**src/rtl/dmem_arbiter_if.sv**
```systemverilog
// Requester / response / data-memory signal bundle for the two-port data memory arbiter.
// slave is the arbiter side, master is the side driving requests and modelling the memory.
interface dmem_arbiter_if #(
  parameter int AW = 32,
  parameter int DW = 32
);
  logic          req0_valid;
  logic          req0_ready;
  logic          req0_we;
  logic [AW-1:0] req0_addr;
  logic [DW-1:0] req0_wdata;
  logic          req1_valid;
  logic          req1_ready;
  logic          req1_we;
  logic [AW-1:0] req1_addr;
  logic [DW-1:0] req1_wdata;

  logic          rsp0_valid;
  logic          rsp0_ready;
  logic [DW-1:0] rsp0_rdata;
  logic          rsp1_valid;
  logic          rsp1_ready;
  logic [DW-1:0] rsp1_rdata;

  logic          mem_read;
  logic          mem_write;
  logic [AW-1:0] mem_addr;
  logic [DW-1:0] mem_wdata;
  logic [DW-1:0] mem_rdata;

  modport slave (
    input  req0_valid, req0_we, req0_addr, req0_wdata,
    input  req1_valid, req1_we, req1_addr, req1_wdata,
    output req0_ready, req1_ready,
    output rsp0_valid, rsp0_rdata, rsp1_valid, rsp1_rdata,
    input  rsp0_ready, rsp1_ready,
    output mem_read, mem_write, mem_addr, mem_wdata,
    input  mem_rdata
  );

  modport master (
    output req0_valid, req0_we, req0_addr, req0_wdata,
    output req1_valid, req1_we, req1_addr, req1_wdata,
    input  req0_ready, req1_ready,
    input  rsp0_valid, rsp0_rdata, rsp1_valid, rsp1_rdata,
    output rsp0_ready, rsp1_ready,
    input  mem_read, mem_write, mem_addr, mem_wdata,
    output mem_rdata
  );
endinterface

```
**src/rtl/dmem_arbiter.sv**
```systemverilog
// Two-requester round-robin arbiter in front of a single-port data memory.
// One transaction in flight: IDLE accepts, ACCESS touches memory, RESP holds the response.
module dmem_arbiter #(
  parameter int AW = 32,
  parameter int DW = 32
) (
  input  logic           clk,
  input  logic           rst_n,
  dmem_arbiter_if.slave  bus
);

  typedef enum logic [1:0] {
    IDLE   = 2'd0,
    ACCESS = 2'd1,
    RESP   = 2'd2
  } state_t;

  state_t        state_reg;
  logic          gnt_reg;
  logic          prio_reg;
  logic          we_reg;
  logic [AW-1:0] addr_reg;
  logic [DW-1:0] wdata_reg;
  logic [DW-1:0] rsp_data_reg;

  logic any_valid;
  logic gnt_next;
  logic accept;
  logic rsp_hs;
  logic in_access;
  logic in_resp;

  // With both requesters valid the pointer decides; otherwise the lone valid one wins.
  assign any_valid = bus.req0_valid | bus.req1_valid;
  assign gnt_next  = (bus.req0_valid & bus.req1_valid) ? prio_reg : bus.req1_valid;
  assign accept    = rst_n & (state_reg == IDLE) & any_valid;

  assign bus.req0_ready = accept & ~gnt_next;
  assign bus.req1_ready = accept &  gnt_next;

  assign in_access = (state_reg == ACCESS);
  assign in_resp   = (state_reg == RESP);
  assign rsp_hs    = in_resp & (gnt_reg ? bus.rsp1_ready : bus.rsp0_ready);

  assign bus.mem_read  = in_access & ~we_reg;
  assign bus.mem_write = in_access &  we_reg;
  assign bus.mem_addr  = in_access ? addr_reg  : '0;
  assign bus.mem_wdata = in_access ? wdata_reg : '0;

  assign bus.rsp0_valid = in_resp & ~gnt_reg;
  assign bus.rsp1_valid = in_resp &  gnt_reg;
  assign bus.rsp0_rdata = (in_resp & ~gnt_reg) ? rsp_data_reg : '0;
  assign bus.rsp1_rdata = (in_resp &  gnt_reg) ? rsp_data_reg : '0;

  always_ff @(posedge clk or negedge rst_n) begin
    if (!rst_n) begin
      state_reg    <= IDLE;
      gnt_reg      <= 1'b0;
      prio_reg     <= 1'b0;
      we_reg       <= 1'b0;
      addr_reg     <= '0;
      wdata_reg    <= '0;
      rsp_data_reg <= '0;
    end else begin
      case (state_reg)
        IDLE: begin
          if (any_valid) begin
            gnt_reg   <= gnt_next;
            we_reg    <= gnt_next ? bus.req1_we    : bus.req0_we;
            addr_reg  <= gnt_next ? bus.req1_addr  : bus.req0_addr;
            wdata_reg <= gnt_next ? bus.req1_wdata : bus.req0_wdata;
            state_reg <= ACCESS;
          end
        end
        ACCESS: begin
          // Write responses carry zero so a requester never sees stale read data.
          rsp_data_reg <= we_reg ? '0 : bus.mem_rdata;
          state_reg    <= RESP;
        end
        RESP: begin
          if (rsp_hs) begin
            prio_reg  <= ~gnt_reg;
            state_reg <= IDLE;
          end
        end
        default: state_reg <= IDLE;
      endcase
    end
  end

endmodule

```
**src/flat_wrapper.sv**
```systemverilog
// flat-port wrapper written by rule: the top's interface ports become plain ports
module dmem_arbiter_flat 
#(
  parameter int AW = 32,
  parameter int DW = 32
)
  (clk, rst_n, bus_req0_valid, bus_req0_we, bus_req0_addr, bus_req0_wdata, bus_req1_valid, bus_req1_we, bus_req1_addr, bus_req1_wdata, bus_req0_ready, bus_req1_ready, bus_rsp0_valid, bus_rsp0_rdata, bus_rsp1_valid, bus_rsp1_rdata, bus_rsp0_ready, bus_rsp1_ready, bus_mem_read, bus_mem_write, bus_mem_addr, bus_mem_wdata, bus_mem_rdata);
  dmem_arbiter_if #(.AW(AW), .DW(DW)) bus_i ();
  input  logic clk;
  input  logic rst_n;
  input wire logic [$bits(bus_i.req0_valid)-1:0] bus_req0_valid;
  input wire logic [$bits(bus_i.req0_we)-1:0] bus_req0_we;
  input wire logic [$bits(bus_i.req0_addr)-1:0] bus_req0_addr;
  input wire logic [$bits(bus_i.req0_wdata)-1:0] bus_req0_wdata;
  input wire logic [$bits(bus_i.req1_valid)-1:0] bus_req1_valid;
  input wire logic [$bits(bus_i.req1_we)-1:0] bus_req1_we;
  input wire logic [$bits(bus_i.req1_addr)-1:0] bus_req1_addr;
  input wire logic [$bits(bus_i.req1_wdata)-1:0] bus_req1_wdata;
  output wire logic [$bits(bus_i.req0_ready)-1:0] bus_req0_ready;
  output wire logic [$bits(bus_i.req1_ready)-1:0] bus_req1_ready;
  output wire logic [$bits(bus_i.rsp0_valid)-1:0] bus_rsp0_valid;
  output wire logic [$bits(bus_i.rsp0_rdata)-1:0] bus_rsp0_rdata;
  output wire logic [$bits(bus_i.rsp1_valid)-1:0] bus_rsp1_valid;
  output wire logic [$bits(bus_i.rsp1_rdata)-1:0] bus_rsp1_rdata;
  input wire logic [$bits(bus_i.rsp0_ready)-1:0] bus_rsp0_ready;
  input wire logic [$bits(bus_i.rsp1_ready)-1:0] bus_rsp1_ready;
  output wire logic [$bits(bus_i.mem_read)-1:0] bus_mem_read;
  output wire logic [$bits(bus_i.mem_write)-1:0] bus_mem_write;
  output wire logic [$bits(bus_i.mem_addr)-1:0] bus_mem_addr;
  output wire logic [$bits(bus_i.mem_wdata)-1:0] bus_mem_wdata;
  input wire logic [$bits(bus_i.mem_rdata)-1:0] bus_mem_rdata;
  assign bus_i.req0_valid = bus_req0_valid;
  assign bus_i.req0_we = bus_req0_we;
  assign bus_i.req0_addr = bus_req0_addr;
  assign bus_i.req0_wdata = bus_req0_wdata;
  assign bus_i.req1_valid = bus_req1_valid;
  assign bus_i.req1_we = bus_req1_we;
  assign bus_i.req1_addr = bus_req1_addr;
  assign bus_i.req1_wdata = bus_req1_wdata;
  assign bus_req0_ready = bus_i.req0_ready;
  assign bus_req1_ready = bus_i.req1_ready;
  assign bus_rsp0_valid = bus_i.rsp0_valid;
  assign bus_rsp0_rdata = bus_i.rsp0_rdata;
  assign bus_rsp1_valid = bus_i.rsp1_valid;
  assign bus_rsp1_rdata = bus_i.rsp1_rdata;
  assign bus_i.rsp0_ready = bus_rsp0_ready;
  assign bus_i.rsp1_ready = bus_rsp1_ready;
  assign bus_mem_read = bus_i.mem_read;
  assign bus_mem_write = bus_i.mem_write;
  assign bus_mem_addr = bus_i.mem_addr;
  assign bus_mem_wdata = bus_i.mem_wdata;
  assign bus_i.mem_rdata = bus_mem_rdata;
  dmem_arbiter #(.AW(AW), .DW(DW)) u_core (.clk(clk), .rst_n(rst_n), .bus(bus_i));
endmodule
```
**config.mk**
```make
export PLATFORM = sky130hd
export DESIGN_NAME = dmem_arbiter_flat
export DESIGN_NICKNAME = d
export VERILOG_FILES = /design/src/rtl/dmem_arbiter_if.sv /design/src/rtl/dmem_arbiter.sv /design/src/flat_wrapper.sv
export SDC_FILE = /design/constraint.sdc
export NUM_CORES = 1
export LEC_CHECK = 0
export BUFFER_PORTS_ARGS = -buffer_cell sky130_fd_sc_hd__buf_2
export CORE_AREA = 2 2 117 119
export CTS_BUF_LIST = sky130_fd_sc_hd__clkbuf_4
export CTS_CLUSTER_SIZE = 10
export DETAILED_ROUTE_END_ITERATION = 16
export DIE_AREA = 0 0 119 121
export PLACE_DENSITY = 0.78
export SETUP_SLACK_MARGIN = 0.5
export SYNTH_ARGS = -nofsm -noshare
export SYNTH_HDL_FRONTEND = slang
export SYNTH_SLANG_ARGS = --single-unit
```
**constraint.sdc**
```tcl
create_clock -name clk -period 2.76 [get_ports clk]
set_input_delay 0.69 -clock clk [delete_from_list [all_inputs] [get_ports clk]]
set_output_delay 0.69 -clock clk [all_outputs]
set_load 0.01 [all_outputs]
```
==> flow_summary.rst, run 1 <==
.. list-table::
   :header-rows: 1

   * - Metric
     - Value
   * - Fraction of the cycle the final worst path needs
     - around nine tenths
   * - Maximum fanout along the worst path
     - 8
   * - Delay contributed by the slowest stage of the critical path
     - around 480 ps
   * - Total vias in the final route
     - 6448
   * - Total standard cell area after synthesis
     - roughly 0.0059 sq mm
   * - Count of routing violations after the opening detailed-route iteration
     - slightly below 600
   * - WP buf/inv
     - 3
   * - Clock transition time at the flip-flop clock pins of the worst setup and hold paths
     - ~160 ps
   * - Utilization after layout
     - roughly 65%
   * - Number of cell rows
     - 42
   * - Post-Layout Cell Count
     - 1152
   * - Outcome
     - complete, no violations
   * - Total routed wirelength
     - 21.2 mm
   * - Number of sinks driven by the clock tree
     - a little over 100
   * - Slew Viols, Final
     - 0
   * - Area enclosed by the die boundary
     - ~0.014 sq mm
   * - Leakage power total
     - 4.20 nW
   * - Starting density of the core
     - 44.8%
   * - Setup repair after global routing missed its margin
     - true
   * - Areal power density over the cells
     - a little under 1000 mW/mm^2
   * - Number of CTS-inserted buffers
     - 9
   * - Max transition margin
     - approximately half
   * - Final hold violation count
     - 0
   * - Critical path capture point type
     - output port
   * - Clock Skews
     - just over 20 ps
   * - Mean Syn Cell Area
     - approximately 8.5 sq um
   * - WL/cell
     - about 18 um
   * - Count of input and output buffers
     - about 300
   * - Worst-margin pin slew
     - between 700 and 800 ps
   * - Number of global-route vias before repair
     - about 6000
   * - Number of synthesized register bits
     - 101
   * - Most common cell after layout, fill and taps aside
     - sky130_fd_sc_hd__buf_2
   * - Crit path cell chain
     - nand2b_4, nor2_4, buf_12, buf_6, and2_1, buf_2
   * - Filler instances
     - 1101
   * - Root buffer selected by CTS
     - sky130_fd_sc_hd__clkbuf_4
   * - Y dimension of the die
     - between 100 and 150 um
   * - MaxCap Viol Count
     - 0
   * - Worst Path Arrival
     - about 1800 ps
   * - Max H-tree Level
     - 3
   * - Largest net degree at the start of global routing
     - 67
   * - Number of primary I/O pins
     - slightly above 300
   * - Sequential cell area in the final layout
     - around 0.0025 sq mm
   * - Detailed Routing Iterations Pass 1
     - 5
   * - Number of setup violations in the final report
     - 0
   * - Die span in x
     - approximately 120 um
   * - Data required time at the worst endpoint
     - around 2100 ps
   * - Worst ir drop on vdd
     - between 0.5 and 0.6 mV
   * - Area occupied by multi-input gates
     - 0.00307 sq mm
   * - Most frequent cells in the layout
     - sky130_fd_sc_hd__buf_2, sky130_fd_sc_hd__dfrtp_1, sky130_fd_sc_hd__and2_1
   * - FMAX
     - ~0.41 GHz
   * - Fin crit period
     - 2450 ps
   * - NumNets Final
     - around 1100
   * - Global route overflow
     - 0
   * - Routed Antenna Nets
     - 0
   * - Fraction of layout cells with a size suffix above 1
     - between 40 and 50%
   * - Synth cell types
     - 27
   * - Area inside the core boundary
     - around 0.013 sq mm
   * - Crit. Startpoint
     - u_core.state_reg[0]$_DFFE_PN0P_
   * - Total GRT Usage
     - 26.4%
   * - Startpoint types
     - flop
   * - Setup TNS
     - 0 ps
   * - Setup Crit Path Kind
     - flop to output port
   * - Latest clock arrival within the worst-skew pair
     - around 450 ps
   * - Worst path slowest cell
     - sky130_fd_sc_hd__dfrtp_2
   * - Vias per cell
     - ~5.6
   * - CTS tree
     - done
   * - DR DRC count
     - 0
   * - Last weighted congestion value of the routability-driven placer
     - approximately 0.8
   * - Number of instances in the synthesized netlist
     - 688
   * - Detailed-placement wirelength estimate
     - approximately 12 mm
   * - Sequential-to-total area share from yosys stat
     - between 40% and 50%
   * - Worst reg2reg startpoint
     - u_core.state_reg[0]$_DFFE_PN0P_
   * - Placed insts
     - approximately 1100
   * - Area added between synthesis and finish
     - 44.1%
   * - Yosys synthesis warning count
     - 0
   * - Antenna violations before repair
     - 3
   * - Worst min path class
     - input port to asynchronous set/reset pin
   * - Power consumption
     - around 0.0083 W
   * - Total nets after synthesis
     - ~860
   * - Maximum number of buffers from clock root to sink
     - 2
   * - Wire length of the first global-routing pass
     - roughly 30 mm
   * - Cell type group with the largest total delay on the critical path
     - flip-flops
==> final timing paths <==
kind / end / slack [ps] / cells past startpoint
min reg2reg: u_core.rsp_data_reg[25]$_DFFE_PN0N_ / 500 / 2
min: u_core.addr_reg[3]$_DFFE_PN0P_ / 370 / 2
max in group asynchronous: u_core.rsp_data_reg[10]$_DFFE_PN0N_ / 1270 / 3
max: bus_rsp0_rdata[4] / 310 / 6
min in group clk: u_core.rsp_data_reg[18]$_DFFE_PN0N_ / 450 / 3
max reg2reg: u_core.addr_reg[21]$_DFFE_PN0P_ / 970 / 4
==> cell families after synthesis <==
family,share of synthesized area [%]
AOI/OAI and AO/OA,19.9
buffers and inverters,7.79
DFF,43.1
and+or+nand+nor,29.2
==> metal layers <==
layer	global-route usage (%)	wire [um]	part of all wire (%)	vias to the layer above
met2	44.7	10500	49	345
met3	6.63	1650	7.8	56
li1	-	-	-	2952
met1	32.9	8330	39	3093
met4	9.08	743	3.5	2
met5	0	13	0.061	-
==> area by class of cell <==
class | instances | area share (%)
Clock inverter | 6 | 0.474
Antenna cell | 2 | 0.0592
Tap cell | 176 | 2.61
Multi-Input combinational cell | 509 | 36.3
Inverter | 4 | 0.178
Timing Repair Buffer | 344 | 29.5
Clock buffer | 10 | 0.888
Sequential cell | 101 | 30.0
==> what timing repair did <==
action                                  CTS  global route
buffers inserted                          9             4
gates cloned                              5             8
hold endpoints to repair                  4             0
hold buffers                              1             0
pin swaps                                 4            31
resized for setup                        32           112
endpoints found under the setup margin  133           134
==> report_power, final <==
group	switching, W	total [W]	internal, W
logic	0.00242	0.00481	0.00240
clock network	0.000514	0.000707	0.000193
registers	0.000533	0.00274	0.00221
total	0.00346	0.00826	0.00480
==> Yosys cell counts <==
cell	instances	share of area [%]
sky130_fd_sc_hd__clkbuf_4	1	0.13
sky130_fd_sc_hd__and3_1	2	0.21
sky130_fd_sc_hd__nand3b_1	32	4.1
sky130_fd_sc_hd__buf_4	6	0.77
sky130_fd_sc_hd__nor2_4	1	0.19
sky130_fd_sc_hd__dfrtp_1	101	43
sky130_fd_sc_hd__nor2_2	1	0.11
sky130_fd_sc_hd__or2_4	1	0.15
sky130_fd_sc_hd__and2_1	129	14
sky130_fd_sc_hd__buf_2	27	2.3
sky130_fd_sc_hd__and2b_1	1	0.13
sky130_fd_sc_hd__or2_1	1	0.11
sky130_fd_sc_hd__a21oi_1	47	4.0
sky130_fd_sc_hd__o21ai_1	50	4.3
sky130_fd_sc_hd__clkbuf_1	22	1.4
sky130_fd_sc_hd__nand2b_1	3	0.32
sky130_fd_sc_hd__nand2_1	65	4.2
sky130_fd_sc_hd__inv_1	4	0.26
sky130_fd_sc_hd__nand3_1	65	5.5
sky130_fd_sc_hd__buf_6	13	2.5
sky130_fd_sc_hd__nor2_1	4	0.26
sky130_fd_sc_hd__o21ai_0	20	1.7
sky130_fd_sc_hd__nor3_1	1	0.085
sky130_fd_sc_hd__nor2b_1	1	0.11
sky130_fd_sc_hd__clkbuf_2	5	0.43
sky130_fd_sc_hd__a21oi_2	19	2.8
sky130_fd_sc_hd__a31oi_1	66	7.0
==> worst reg2reg max path, cell delays in order, from the launching register on <==
cell and delay [ps]:
sky130_fd_sc_hd__dfrtp_2 480, sky130_fd_sc_hd__or2_4 300, sky130_fd_sc_hd__nor2_4 90, sky130_fd_sc_hd__buf_4 570, sky130_fd_sc_hd__a31oi_1 220
==> through the flow <==
step / cell area [sq um] / hold slack [ps] / setup WS (ps)
global route: 8450 / 370 / 205
global placement: 7340 / 459 / 674
floorplan: 5860 / 394 / 682
finish: 8450 / 368 / 306
detailed placement: 7340 / 467 / 638
CTS: 7760 / 353 / 320
(Power assumes the default switching activity.)
==> inputs of run 2 (changes only) <==
Settings changed: RECOVER_POWER set to 25, SLEW_MARGIN set to 10.
Clock period 2.76 ns to 3.01 ns, I/O delays scaled along.
==> flow_summary.rst, run 2 (synthesis results as in run 1) <==
.. list-table::
   :header-rows: 1

   * - Metric
     - Value
   * - Count of input and output buffers
     - 301 (unchanged)
   * - WL/cell
     - 17.5 um (-4.7%)
   * - Slew Viols, Final
     - 0 (unchanged)
   * - Number of global-route vias before repair
     - 5536 (-7.0%)
   * - Post-placement worst setup slack
     - 803 ps (+165 ps)
   * - Max transition margin
     - 8.90% (-42 points)
   * - MaxCap Viol Count
     - 0 (unchanged)
   * - Leakage power total
     - 4.03 nW (-4.0%)
   * - Outcome
     - complete, no violations
   * - Antenna violations before repair
     - 3 (unchanged)
   * - Startpoint types
     - flop
   * - Worst Path Arrival
     - 1750 ps (about the same)
   * - Worst min path class
     - flop to flop
   * - Number of setup violations in the final report
     - 0 (unchanged)
   * - Worst-margin pin slew
     - 1370 ps (+626 ps)
   * - Total vias in the final route
     - 6265 (-2.8%)
   * - Root buffer selected by CTS
     - sky130_fd_sc_hd__clkbuf_4
   * - Data required time at the worst endpoint
     - 2260 ps (+190 ps)
   * - Latest clock arrival within the worst-skew pair
     - 450 ps (about the same)
   * - Setup TNS
     - 0 ps (unchanged)
   * - Amount of wire on met2 after detailed routing
     - 9.93 mm (-5.1%)
   * - Post-route cell area
     - 0.00803 sq mm (-5.0%)
   * - Count of routing violations after the opening detailed-route iteration
     - 554 (-5.3%)
   * - Cell type group with the largest total delay on the critical path
     - flip-flops
   * - Wire length of the first global-routing pass
     - 28.4 mm (-6.4%)
   * - Area added between synthesis and finish
     - 36.9%
   * - Setup Crit Path Kind
     - flop to output port
   * - Clock Skews
     - 18.3 ps (-2.23 ps)
   * - Delay contributed by the slowest stage of the critical path
     - 470 ps (about the same)
   * - Maximum number of buffers from clock root to sink
     - 2 (unchanged)
   * - Area enclosed by the die boundary
     - 0.0144 sq mm (unchanged)
   * - Routed met1 length
     - 7.99 mm (-4.2%)
   * - Wire length on met3
     - 1.62 mm (-2.2%)
   * - Vias per cell
     - 5.50 (-1.7%)
   * - Worst path slowest cell
     - sky130_fd_sc_hd__dfrtp_2
   * - FMAX
     - about 0.4 GHz
   * - Number of CTS-inserted buffers
     - 9 (unchanged)
   * - Routed Antenna Nets
     - 0 (unchanged)
   * - Placed cell areas
     - 0.00733 sq mm (-0.17%)
   * - Starting density of the core
     - 44.8% (unchanged)
   * - Placed insts
     - 1107 (unchanged)
   * - Crit path cell chain
     - nand2b_4, nor2_4, buf_12, buf_6, and2_1, buf_2
   * - Max H-tree Level
     - 3 (unchanged)
   * - Fin crit period
     - roughly 2500 ps
   * - Y dimension of the die
     - 121 um (unchanged)
   * - Post-Layout Cell Count
     - 1139 (-1.1%)
   * - Total GRT Usage
     - 24.5% (-1.9 points)
   * - Largest net degree at the start of global routing
     - 67 (unchanged)
   * - Global route overflow
     - 0 (unchanged)
   * - NumNets Final
     - 1123 (-1.2%)
   * - Final hold violation count
     - 0 (unchanged)
   * - DR DRC count
     - 0 (unchanged)
   * - Detailed-placement wirelength estimate
     - 12.3 mm (-1.1%)
   * - Die span in x
     - 119 um (unchanged)
   * - Maximum fanout along the worst path
     - 8 (unchanged)
   * - Areal power density over the cells
     - 873 mW/mm^2 (-11%)
   * - Area inside the core boundary
     - 0.0131 sq mm (unchanged)
   * - Last weighted congestion value of the routability-driven placer
     - 0.821 (+0.81%)
   * - Most frequent cells in the layout
     - sky130_fd_sc_hd__buf_2, sky130_fd_sc_hd__and2_1, sky130_fd_sc_hd__dfrtp_1
   * - Fraction of the cycle the final worst path needs
     - between 80% and 90%
   * - Setup ws final
     - 503 ps (+197 ps)
   * - Number of cell rows
     - 42 (unchanged)
   * - Fraction of layout cells with a size suffix above 1
     - 42.5% (-3.6 points)
   * - Number of sinks driven by the clock tree
     - 101 (unchanged)
   * - Number of primary I/O pins
     - 302 (unchanged)
   * - Clock transition time at the flip-flop clock pins of the worst setup and hold paths
     - 150 ps (about the same)
   * - Detailed Routing Iterations Pass 1
     - 5 (unchanged)
   * - CTS tree
     - done
   * - Worst hold slack
     - 512 ps (+145 ps)
   * - Critical path capture point type
     - output port
   * - Setup repair after global routing missed its margin
     - true
   * - Total routed wirelength
     - 20.0 mm (-5.8%)
   * - Worst ir drop on vdd
     - 0.665 mV (+23%)
   * - Most common cell after layout, fill and taps aside
     - sky130_fd_sc_hd__buf_2
   * - WP buf/inv
     - 3 (unchanged)
   * - Filler instances
     - 1139 (+3.5%)
   * - Uppermost routed layer
     - met4
## run 2: path summary, 6_finish.rpt
path	startpoint	end	slack, ps	cells past startpoint
setup reg to reg	u_core.state_reg[1]$_DFFE_PN0P_	u_core.addr_reg[3]$_DFFE_PN0P_	1060	5
hold / removal	u_core.rsp_data_reg[24]$_DFFE_PN0N_	u_core.rsp_data_reg[24]$_DFFE_PN0N_	510	2
hold reg to reg	u_core.rsp_data_reg[24]$_DFFE_PN0N_	u_core.rsp_data_reg[24]$_DFFE_PN0N_	510	2
min in group asynchronous	rst_n	u_core.gnt_reg$_DFFE_PN0P_	760	2
setup / recovery	u_core.state_reg[0]$_DFFE_PN0P_	bus_rsp0_rdata[19]	500	6
max in group asynchronous	rst_n	u_core.state_reg[1]$_DFFE_PN0P_	1300	2
## run 2: layout make-up
class | instances | area, sq um | area share (%)
Antenna cell | 3 | 7.51 | 0.0935
Clock buffer | 10 | 75.1 | 0.935
Clock inverter | 6 | 63.8 | 0.795
Inverter | 4 | 15.0 | 0.187
Multi-Input combinational cell | 509 | 2990 | 37.3
Sequential cell | 101 | 2530 | 31.5
Tap cell | 176 | 220 | 2.74
Timing Repair Buffer | 330 | 2120 | 26.5
## run 2: layer usage
layer  track usage [%]  up-vias
met1              32.2     3001
met2              39.6      320
met5                 0        -
li1                  -     2916
met3              5.92       28
met4              8.48        0
## run 2: where the power goes
part	leakage, nW	internal [W]	switching (W)
combinational	2.76	0.00173	0.00205
sequential	1.19	0.00202	0.000477
clock	0.0724	0.000262	0.000464
total	4.03	0.00402	0.00299
## run 2: repair_timing
item                                    in CTS  in global routing
hold buffers                                 0                  0
gates resized for setup                      6                 76
endpoints found under the setup margin     129                130
buffers inserted                             0                  5
cloned                                       0                  8
pin swaps                                    0                 11
## run 2: tightest hold or removal path: stages, from the launching register on
cell                      delay [ps]
sky130_fd_sc_hd__dfrtp_1         380
sky130_fd_sc_hd__nand2_1          60
sky130_fd_sc_hd__nand2_1          50
## run 2: stage by stage
stage	power (W)	utilization, %
detailed placement	0.00569	56.0
global route	0.00749	61.4
floorplan	0.00462	-
CTS	0.00644	57.2
finish	0.00701	61.4
global placement	0.00563	56.0
==> inputs of run 3 (changes only) <==
Settings changed: CORE_AREA 2 2 117 119 to 2 2 115 128, DIE_AREA 0 0 119 121 to 0 0 117 130, PLACE_DENSITY 0.78 to 0.77.
Clock period 3.01 ns to 2.2 ns, I/O delays scaled along.
==> flow_summary.rst, run 3 (synthesis results as in run 1) <==
.. list-table::
   :header-rows: 1

   * - Metric
     - Value
   * - Y dimension of the die
     - 130 um (+7.4%)
   * - DR DRC count
     - 0 (unchanged)
   * - Violations in the final reports
     - negative setup slack
   * - Slew Viols, Final
     - 0 (unchanged)
   * - Number of sinks driven by the clock tree
     - 101 (unchanged)
   * - Data required time at the worst endpoint
     - 1650 ps (-610 ps)
   * - Worst path slowest cell
     - sky130_fd_sc_hd__dfrtp_2
   * - Max H-tree Level
     - 3 (unchanged)
   * - Final hold violation count
     - 0 (unchanged)
   * - Number of CTS-inserted buffers
     - 9 (unchanged)
   * - Critical path capture point type
     - output port
   * - Area enclosed by the die boundary
     - 0.0152 sq mm (+5.6%)
   * - Total vias in the final route
     - 6308 (+0.69%)
   * - Maximum fanout along the worst path
     - 5 (-3)
   * - Critical register-to-register path endpoint
     - u_core.addr_reg[17]$_DFFE_PN0P_
   * - CP Depth
     - 5 (-1)
   * - Leakage power total
     - 4.19 nW (+4.0%)
   * - Crit. Startpoint
     - u_core.state_reg[1]$_DFFE_PN0P_
   * - Count of input and output buffers
     - 301 (unchanged)
   * - Cell type group with the largest total delay on the critical path
     - simple AND/OR/NAND/NOR gates
   * - WP buf/inv
     - 2 (-1)
   * - Vias per cell
     - 5.44 (-1.1%)
   * - Worst min path class
     - input port to flop
   * - Areal power density over the cells
     - 1270 mW/mm^2 (+46%)
   * - Worst Path Arrival
     - 1730 ps (-20 ps)
   * - Starting density of the core
     - 41.6% (-3.2 points)
   * - Hold bufs inserted after CTS
     - 0 (unchanged)
   * - Latest clock arrival within the worst-skew pair
     - 480 ps (+30 ps)
   * - Startpoint types
     - flop
   * - Fraction of layout cells with a size suffix above 1
     - 45.4% (+2.9 points)
   * - Antenna violations before repair
     - 3 (unchanged)
   * - Number of setup violations in the final report
     - 125 (+125)
   * - Number of global-route vias before repair
     - 5714 (+3.2%)
   * - Wire length of the first global-routing pass
     - 30.0 mm (+5.6%)
   * - Worst ir drop on vdd
     - 0.638 mV (-4.0%)
   * - FMAX
     - 0.438 GHz
   * - WL/cell
     - 18.0 um (+2.3%)
   * - Last weighted congestion value of the routability-driven placer
     - 0.852 (+3.8%)
   * - Clock Skews
     - 18.1 ps (-0.237 ps)
   * - Most frequent cells in the layout
     - sky130_fd_sc_hd__buf_2, sky130_fd_sc_hd__dfrtp_1, sky130_fd_sc_hd__and2_1
   * - Max transition margin
     - 4.19% (-4.7 points)
   * - Total GRT Usage
     - 25.7% (+1.2 points)
   * - Delay contributed by the slowest stage of the critical path
     - 470 ps (about the same)
   * - Utilization after layout
     - 59.8% (-1.5 points)
   * - Global route overflow
     - 0 (unchanged)
   * - Post-route cell area
     - 0.00844 sq mm (+5.1%)
   * - Sequential cell area in the final layout
     - 0.00253 sq mm (unchanged)
   * - Detailed-placement wirelength estimate
     - 12.4 mm (+1.0%)
   * - Worst reg2reg startpoint
     - u_core.state_reg[1]$_DFFE_PN0P_
   * - Root buffer selected by CTS
     - sky130_fd_sc_hd__clkbuf_4
   * - Crit path cell chain
     - buf_6, or2_4, nor2_4, and3_4, buf_6
   * - Area inside the core boundary
     - 0.0141 sq mm (+7.8%)
   * - Fin crit period
     - roughly 2300 ps
   * - Filler instances
     - 1246 (+9.4%)
   * - Minimum setup slack among reg-to-reg paths
     - 470 ps (-590 ps)
   * - Placed cell areas
     - 0.00742 sq mm (+1.2%)
   * - NumNets Final
     - 1130 (+0.62%)
   * - Area occupied by multi-input gates
     - 0.00307 sq mm (+2.5%)
   * - Area added between synthesis and finish
     - 43.9%
   * - Number of cell rows
     - 46 (+9.5%)
   * - Worst hold path cell count
     - 3 (+1)
   * - Count of routing violations after the opening detailed-route iteration
     - 498 (-10%)
   * - Power consumption
     - 0.0107 W (+53%)
   * - Maximum number of buffers from clock root to sink
     - 2 (unchanged)
   * - Outcome
     - finished, violations left
   * - Setup repair after global routing missed its margin
     - true
   * - Detailed Routing Iterations Pass 1
     - 5 (unchanged)
   * - Reg2reg path depth
     - 5 (unchanged)
   * - CTS tree
     - done
   * - Die span in x
     - 117 um (-1.7%)
   * - Clock transition time at the flip-flop clock pins of the worst setup and hold paths
     - 160 ps (about the same)
   * - Worst-margin pin slew
     - 1440 ps (+70.6 ps)
   * - MaxCap Viol Count
     - 0 (unchanged)
   * - Fraction of the cycle the final worst path needs
     - 104%
   * - Number of primary I/O pins
     - 302 (unchanged)
   * - Largest net degree at the start of global routing
     - 102 (+52%)
   * - Total routed wirelength
     - 20.8 mm (+4.2%)
   * - Setup ws final
     - -81.8 ps (-585 ps)
   * - Routed Antenna Nets
     - 0 (unchanged)
   * - Most common cell after layout, fill and taps aside
     - sky130_fd_sc_hd__buf_2
   * - Most used cell, CP
     - sky130_fd_sc_hd__buf_6
   * - Setup Crit Path Kind
     - flop to output port
   * - Setup crit end
     - bus_req0_ready
run 3: routing by layer:
metal	track usage [%]	wire length, um
met3	7.25	1910
met1	31.5	7790
met4	11.1	509
met2	42.3	10600
met5	0	13
run 3: stage by stage:
step / hold slack (ps) / cells / setup TNS, ps / setup slack, ps
after floorplan: 254 / 688 / 0 / 496
after global placement: 461 / 1124 / 0 / 358
after detailed placement: 466 / 1124 / 0 / 341
after CTS: 140 / 1154 / -8520 / -131
after global routing: 258 / 1160 / -17660 / -169
final: 287 / 1160 / -4660 / -81.8
run 3: worst min path at each step:
stage	endpoint	slack, ps	from
detailed placement	u_core.rsp_data_reg[7]$_DFFE_PN0N_	470	u_core.rsp_data_reg[7]$_DFFE_PN0N_
global placement	u_core.rsp_data_reg[23]$_DFFE_PN0N_	460	u_core.rsp_data_reg[23]$_DFFE_PN0N_
floorplan	u_core.addr_reg[0]$_DFFE_PN0P_	250	rst_n
CTS	u_core.wdata_reg[19]$_DFFE_PN0P_	140	rst_n
finish	u_core.rsp_data_reg[24]$_DFFE_PN0N_	290	bus_mem_rdata[24]
global route	u_core.rsp_data_reg[15]$_DFFE_PN0N_	260	bus_mem_rdata[15]
run 3: report_power, final:
group	leakage (nW)	switching [W]	internal (W)	total (W)
Clock	0.0690	0.000649	0.000365	0.00101
Sequential	1.19	0.000681	0.00277	0.00345
Combinational	2.93	0.00305	0.00321	0.00626
Total	4.19	0.00438	0.00634	0.0107
run 3: layout make-up:
cell class | instances | share of cell area (%)
inverter | 4 | 0.178
tap | 192 | 2.85
antenna | 2 | 0.0593
multi-input combinational | 509 | 36.3
sequential | 101 | 30.0
clock inverter | 4 | 0.593
clock buffer | 11 | 0.979
timing repair buffer | 337 | 29.0
run 3: what timing repair did:
action                     in CTS  in global routing
gates resized for setup        83                 55
cloned                          7                  4
pin swaps                      26                 19
buffers inserted                8                  0
setup endpoints to repair     199                199
run 3: worst reg2reg max path, cell delays in order, from the launching register on:
cell                       delay, ps
sky130_fd_sc_hd__dfrtp_2         470
sky130_fd_sc_hd__buf_6           130
sky130_fd_sc_hd__or2_4           280
sky130_fd_sc_hd__nor2_4          100
sky130_fd_sc_hd__clkbuf_8        410
sky130_fd_sc_hd__a31oi_1         220
